File: src/rtl/fp_add_arbiter.sv
`default_nettype none
//==============================================================================
// Module      : fp_add_arbiter
// Description : Round-robin arbiter sharing one pipelined single-precision
//               adder between NUM_REQ requesters. At most one operand pair is
//               issued per cycle. The requester id of every issued operation
//               is kept in an in-order tag FIFO, and each adder result is
//               routed back to the requester that issued it.
// Parameters  : NUM_REQ      - requesters (2..8)
//               MAX_INFLIGHT - outstanding adder ops / tag FIFO depth
//                              (power of two, >= adder latency)
// Ports       : clk, rst        - clock, synchronous active-high reset
//               req_vld/a/b     - per-requester operand valid and operands
//               req_rdy         - one-hot grant
//               add_a/b/vld     - registered operands to the shared adder
//               add_res/vld/ovf - adder result, valid and overflow
//               rsp_vld/res/ovf - one-hot result pulse, result, overflow
//               busy            - operations outstanding
//               err             - sticky protocol error
// Options     : FP_ARB_ERR_CHECK_EN - when defined, enables the protocol
//               checker driving err; otherwise err is tied to 0.
// Revision    : 1.0 - initial release
//==============================================================================
module fp_add_arbiter #(
  parameter int NUM_REQ      = 4,
  parameter int MAX_INFLIGHT = 8
) (
  input  logic                   clk,
  input  logic                   rst,
  input  logic [NUM_REQ-1:0]     req_vld,
  input  logic [32*NUM_REQ-1:0]  req_a,
  input  logic [32*NUM_REQ-1:0]  req_b,
  output logic [NUM_REQ-1:0]     req_rdy,
  output logic [31:0]            add_a,
  output logic [31:0]            add_b,
  output logic                   add_vld,
  input  logic [31:0]            add_res,
  input  logic                   add_res_vld,
  input  logic                   add_ovf,
  output logic [NUM_REQ-1:0]     rsp_vld,
  output logic [31:0]            rsp_res,
  output logic                   rsp_ovf,
  output logic                   busy,
  output logic                   err
);

  localparam int c_idx_w = $clog2(NUM_REQ);
  localparam int c_aw    = $clog2(MAX_INFLIGHT);
  localparam int c_cnt_w = c_aw + 1;
  localparam logic [c_cnt_w-1:0] c_max = c_cnt_w'(MAX_INFLIGHT);

  logic [c_idx_w-1:0] r_ptr;
  logic [c_cnt_w-1:0] r_cnt;
  logic [c_aw-1:0]    r_wr;
  logic [c_aw-1:0]    r_rd;
  logic [c_idx_w-1:0] r_tag [MAX_INFLIGHT];
  logic [31:0]        r_add_a;
  logic [31:0]        r_add_b;
  logic               r_add_vld;
  logic [NUM_REQ-1:0] r_rsp_vld;
  logic [31:0]        r_rsp_res;
  logic               r_rsp_ovf;

  logic [NUM_REQ-1:0] w_grant;
  logic [c_idx_w-1:0] w_gidx;
  logic [c_idx_w-1:0] w_cand;
  logic               w_found;
  logic               w_push;
  logic               w_pop;
  logic [NUM_REQ-1:0] w_head_oh;

  // Search starts just after the last winner; a full FIFO blocks the grant
  // regardless of a same-cycle pop, so the count test uses the registered value.
  always_comb begin
    w_grant = '0;
    w_gidx  = '0;
    w_cand  = '0;
    w_found = 1'b0;
    if (r_cnt < c_max) begin
      for (int k = 1; k <= NUM_REQ; k++) begin
        w_cand = c_idx_w'((int'(r_ptr) + k) % NUM_REQ);
        if (!w_found && req_vld[w_cand]) begin
          w_found         = 1'b1;
          w_gidx          = w_cand;
          w_grant[w_cand] = 1'b1;
        end
      end
    end
  end

  // A grant is only ever raised on a valid requester, so it is the handshake.
  assign w_push    = w_found;
  // Results arriving with nothing outstanding are dropped.
  assign w_pop     = add_res_vld && (r_cnt != '0);
  assign w_head_oh = {{(NUM_REQ-1){1'b0}}, 1'b1} << r_tag[r_rd];

  always_ff @(posedge clk) begin
    if (rst) begin
      r_ptr     <= c_idx_w'(NUM_REQ - 1);
      r_cnt     <= '0;
      r_wr      <= '0;
      r_rd      <= '0;
      r_add_a   <= '0;
      r_add_b   <= '0;
      r_add_vld <= 1'b0;
      r_rsp_vld <= '0;
      r_rsp_res <= '0;
      r_rsp_ovf <= 1'b0;
    end else begin
      r_add_vld <= w_push;
      if (w_push) begin
        r_ptr   <= w_gidx;
        r_add_a <= req_a[32*w_gidx +: 32];
        r_add_b <= req_b[32*w_gidx +: 32];
        r_wr    <= r_wr + c_aw'(1);
      end
      if (w_pop) begin
        r_rd <= r_rd + c_aw'(1);
      end
      r_rsp_vld <= w_pop ? w_head_oh : '0;
      r_rsp_res <= w_pop ? add_res : '0;
      r_rsp_ovf <= w_pop & add_ovf;
      case ({w_push, w_pop})
        2'b10:   r_cnt <= r_cnt + c_cnt_w'(1);
        2'b01:   r_cnt <= r_cnt - c_cnt_w'(1);
        default: r_cnt <= r_cnt;
      endcase
    end
  end

  // Tag storage needs no reset: entries are only read between push and pop.
  always_ff @(posedge clk) begin
    if (w_push) begin
      r_tag[r_wr] <= w_gidx;
    end
  end

`ifdef FP_ARB_ERR_CHECK_EN
  // Requesters still waiting at the end of the previous cycle; any of them
  // dropping valid now withdrew a request without a handshake.
  logic [NUM_REQ-1:0] r_req_pend;
  logic               r_err;

  always_ff @(posedge clk) begin
    if (rst) begin
      r_req_pend <= '0;
      r_err      <= 1'b0;
    end else begin
      r_req_pend <= req_vld & ~w_grant;
      if ((add_res_vld && (r_cnt == '0)) || (|(r_req_pend & ~req_vld))) begin
        r_err <= 1'b1;
      end
    end
  end

  assign err = r_err;
`else
  assign err = 1'b0;
`endif

  assign req_rdy = w_grant;
  assign add_a   = r_add_a;
  assign add_b   = r_add_b;
  assign add_vld = r_add_vld;
  assign rsp_vld = r_rsp_vld;
  assign rsp_res = r_rsp_res;
  assign rsp_ovf = r_rsp_ovf;
  assign busy    = (r_cnt != '0);

endmodule
`default_nettype wire

File: config.mk
export PLATFORM = sky130hd
export DESIGN_NAME = fp_add_arbiter
export DESIGN_NICKNAME = d
export VERILOG_FILES = /design/src/rtl/fp_add_arbiter.sv
export SDC_FILE = /design/constraint.sdc
export NUM_CORES = 1
export LEC_CHECK = 0
export ABC_AREA = 1
export CAP_MARGIN = 20
export CORE_AREA = 2 2 158 160
export CTS_BUF_LIST = sky130_fd_sc_hd__clkbuf_8
export DETAILED_ROUTE_END_ITERATION = 8
export DIE_AREA = 0 0 160 162
export GPL_TIMING_DRIVEN = 0
export MAX_ROUTING_LAYER = met4
export PLACE_DENSITY = 0.65
export SYNTH_ARGS = -nofsm -noshare
export SYNTH_HDL_FRONTEND = slang
export SYNTH_SLANG_ARGS = --single-unit
export TNS_END_PERCENT = 30
File: constraint.sdc
create_clock -name clk -period 6.9 [get_ports clk]
set_input_delay 1.38 -clock clk [delete_from_list [all_inputs] [get_ports clk]]
set_output_delay 1.38 -clock clk [all_outputs]
set_load 0.03 [all_outputs]
==> results.cfg <==
[status]
outcome = finished, final reports clean

[pwr]
p_leak_nw = 5.387
pwr_density_cell_nw_per_um2 = 575.6
total_power_w = 0.007030
vdd_drop_max_mv = 0.2600

[timing]
period_share_pct = 72.41
slew_headroom_pct = 54.41
fmax_mhz = 200.1
setup_tns_ps = 0
skew_ps = 17.27
tightest_slew_ps = 683.8
setup_viol = 0
rsz0062_at_grt = false
hold_violations = 0
layout_min_cycle_time_ps = 4996
slew_violations = 0

[global_routing]
grt_pass1_vias = 8558
grt_pass1_wl_mm = 46.75
grt_max_degree = 18
antenna_found_initial = 1
overflow = 0
grt_usage_pct = 24.03

[cts]
cts_resized = 0
ctsRootBufferMaster = clkbuf_8
clock_path_buffers = 2
post_cts_buffers = 0
cts_hold_buf = 0
cts_tree = yes
clk_latency_ps = 450
cts_made_buffers = 17
htreeDepth = 4
clock-sinks = 133
clkSlewWorstSetupHoldPaths_ps = 80

[place]
hpwlAfterDp_mm = 24.69
place.gp.congestion = 0.9002
io_buffers = 402
dpl_cell_area_sq_um = 11780

[die]
die_w_microns = 160
start_util_pct = 30.48
ios = 404
die-area_sq_um = 25920
core_sq_um = 24110
num_rows = 57
die_y_microns = 162

[synthesis]
ys_top_cells_by_area = dfxtp_1 (32%), nand2_1 (14%), nand3_1 (12%)
ys_seq_elements = 133
synth_seq_area_share_pct = 38.42
syn_avg_cell_area_sq_um = 6.710
postSynthCellCount = 1095
yosys_warnings = 0
ys_types = 35
yosysTopAreaCell = dfxtp_1
syn_area_sq_um = 7347
synth_top_cell_area_share_pct = 31.88
syn-num-nets = 1404

[layout]
nets = 1825
area_delta_synth_final_pct = 66.23
final_layout_size_suffix_gt1_share_pct = 6.675
fin_area_sq_um = 12210
fin_util_pct = 50.66

[routing]
firstDrtPassIters = 5
vias = 8655
wl_mm = 30.99
via_per_inst = 4.671
wl_met1_mm = 13.05
route.detailed.drc = 0
wl_met2_mm = 15.09
dr.first_iter.drc_count = 466
wl_met3_mm = 2.089
route.antenna.remaining_nets = 0
top_layer_used = met4
wl_per_cell_microns = 16.73

[worst_setup_path]
crit_arrival_ps = 3620
startpoint_type = input port
path_cells = clkdlybuf4s50_1, nand2_1, nand2_2, nand2_2, nand2_4, nor2_4, nand4_2, nor2_1, o21ai_0, inv_1, clkdlybuf4s50_1
critPathKind = in -> out
critPathSlowestCell = clkdlybuf4s50_1
slowest_delay_ps = 670
critPathRequiredTime_ps = 5520
worst_setup_path_end_kind = output port
critPathMaxFanout = 8

[min_path]
min_path_type = reg -> reg

[run]
cap_violations = 0
-- where the power goes --
part           total [W]  switching [W]  internal [W]
registers        0.00122       0.000127       0.00109
logic            0.00507        0.00331       0.00176
clock network   0.000741       0.000343      0.000398
-- routing by layer --
metal / GRT usage, % / vias up
li1: - / 4371
met4: 8.272 / 0
met5: - / -
met1: 27.62 / 3914
met3: 6.537 / 52
met2: 40.61 / 318
-- layout make-up --
| class | instances | area, sq um |
|---|---|---|
| Antenna cell | 1 | 2.502 |
| Timing Repair Buffer | 402 | 4024 |
| Sequential cell | 133 | 2823 |
| Inverter | 100 | 382.9 |
| Tap cell | 324 | 405.4 |
| Multi-Input combinational cell | 791 | 3735 |
| Buffer | 71 | 406.6 |
| Clock inverter | 14 | 200.2 |
| Fill cell | 2468 | 11890 |
| Clock buffer | 17 | 234.0 |
-- worst max-delay path: cells and delay by family --
family	cells	cell delay (ps)
AOI/OAI and AO/OA	1	110
buffers and inverters	3	1210
and+or+nand+nor	7	920
-- logic make-up (layout without fill, tap and decap cells) --
logic type,Yosys count,count (layout),synth area share (%)
fa+ha+maj,13,13,2.214
xor+xnor,3,3,0.3577
simple gates,596,596,34.57
other cells,1,2,0.05104
compound gates,178,178,13.64
buf+inv,171,604,10.75
flops,133,133,38.42
-- metrics by stage --
stage,hold slack (ps),cells,setup slack [ps]
2_1_floorplan,433.4,1095,3115
3_3_place_gp,448.9,1821,1928
3_5_place_dp,461.9,1821,1891
4_1_cts,475.3,1852,1885
5_1_grt,512.5,1853,1754
6_report,470.8,1853,1904
-- cell usage after synthesis (all sizes together) --
library cell  count
nand2           287
nand3           171
nor2            135
dfxtp           117
inv              98
a21oi            79
o21ai            55
buf              46
o21a             34
clkbuf           25
edfxtp           16
ha               13
o22ai             4
a22oi             3
xor2              3
clkinv            2
nand4             2
a21boi            1
a31oi             1
conb              1
nand3b            1
o211ai            1
-- worst paths after layout --
path | start | endpoint | slack [ps] | cells past startpoint
max | req_vld[0] | req_rdy[0] | 1900 | 11
max reg2reg | r_ptr[1] | r_tag[2][0] | 3790 | 12
min reg2reg | r_rd[2] | r_rd[2] | 470 | 2
min | r_rd[2] | r_rd[2] | 470 | 2
-- state kept, by name (all words and copies together), names as in the netlist, 3 cells and up, named ones only --
register,count
r_cnt,4
add_a,32
rsp_res,32
add_b,32
r_rd,3
r_tag,16
r_wr,3
rsp_vld,4
-- cells in the final DEF (no fill, tap or decap), types with 2 or more instances in the layout --
master and instances:
a21oi_1 77, a21oi_2 2, a22oi_1 3, buf_1 2, buf_2 28, buf_4 4
buf_6 12, bufinv_16 4, clkbuf_1 25, clkbuf_8 17, clkdlybuf4s50_1 402, clkinv_1 2
clkinv_2 2, clkinv_4 4, dfxtp_1 117, edfxtp_1 16, ha_1 13, inv_1 95
inv_4 2, inv_6 3, nand2_1 277, nand2_2 8, nand2_4 2, nand3_1 170
nand4_2 2, nor2_1 126, nor2_2 8, o21a_1 34, o21ai_0 54, o22ai_1 4
xor2_1 3
No activity file was read; power rests on OpenSTA's default activity.
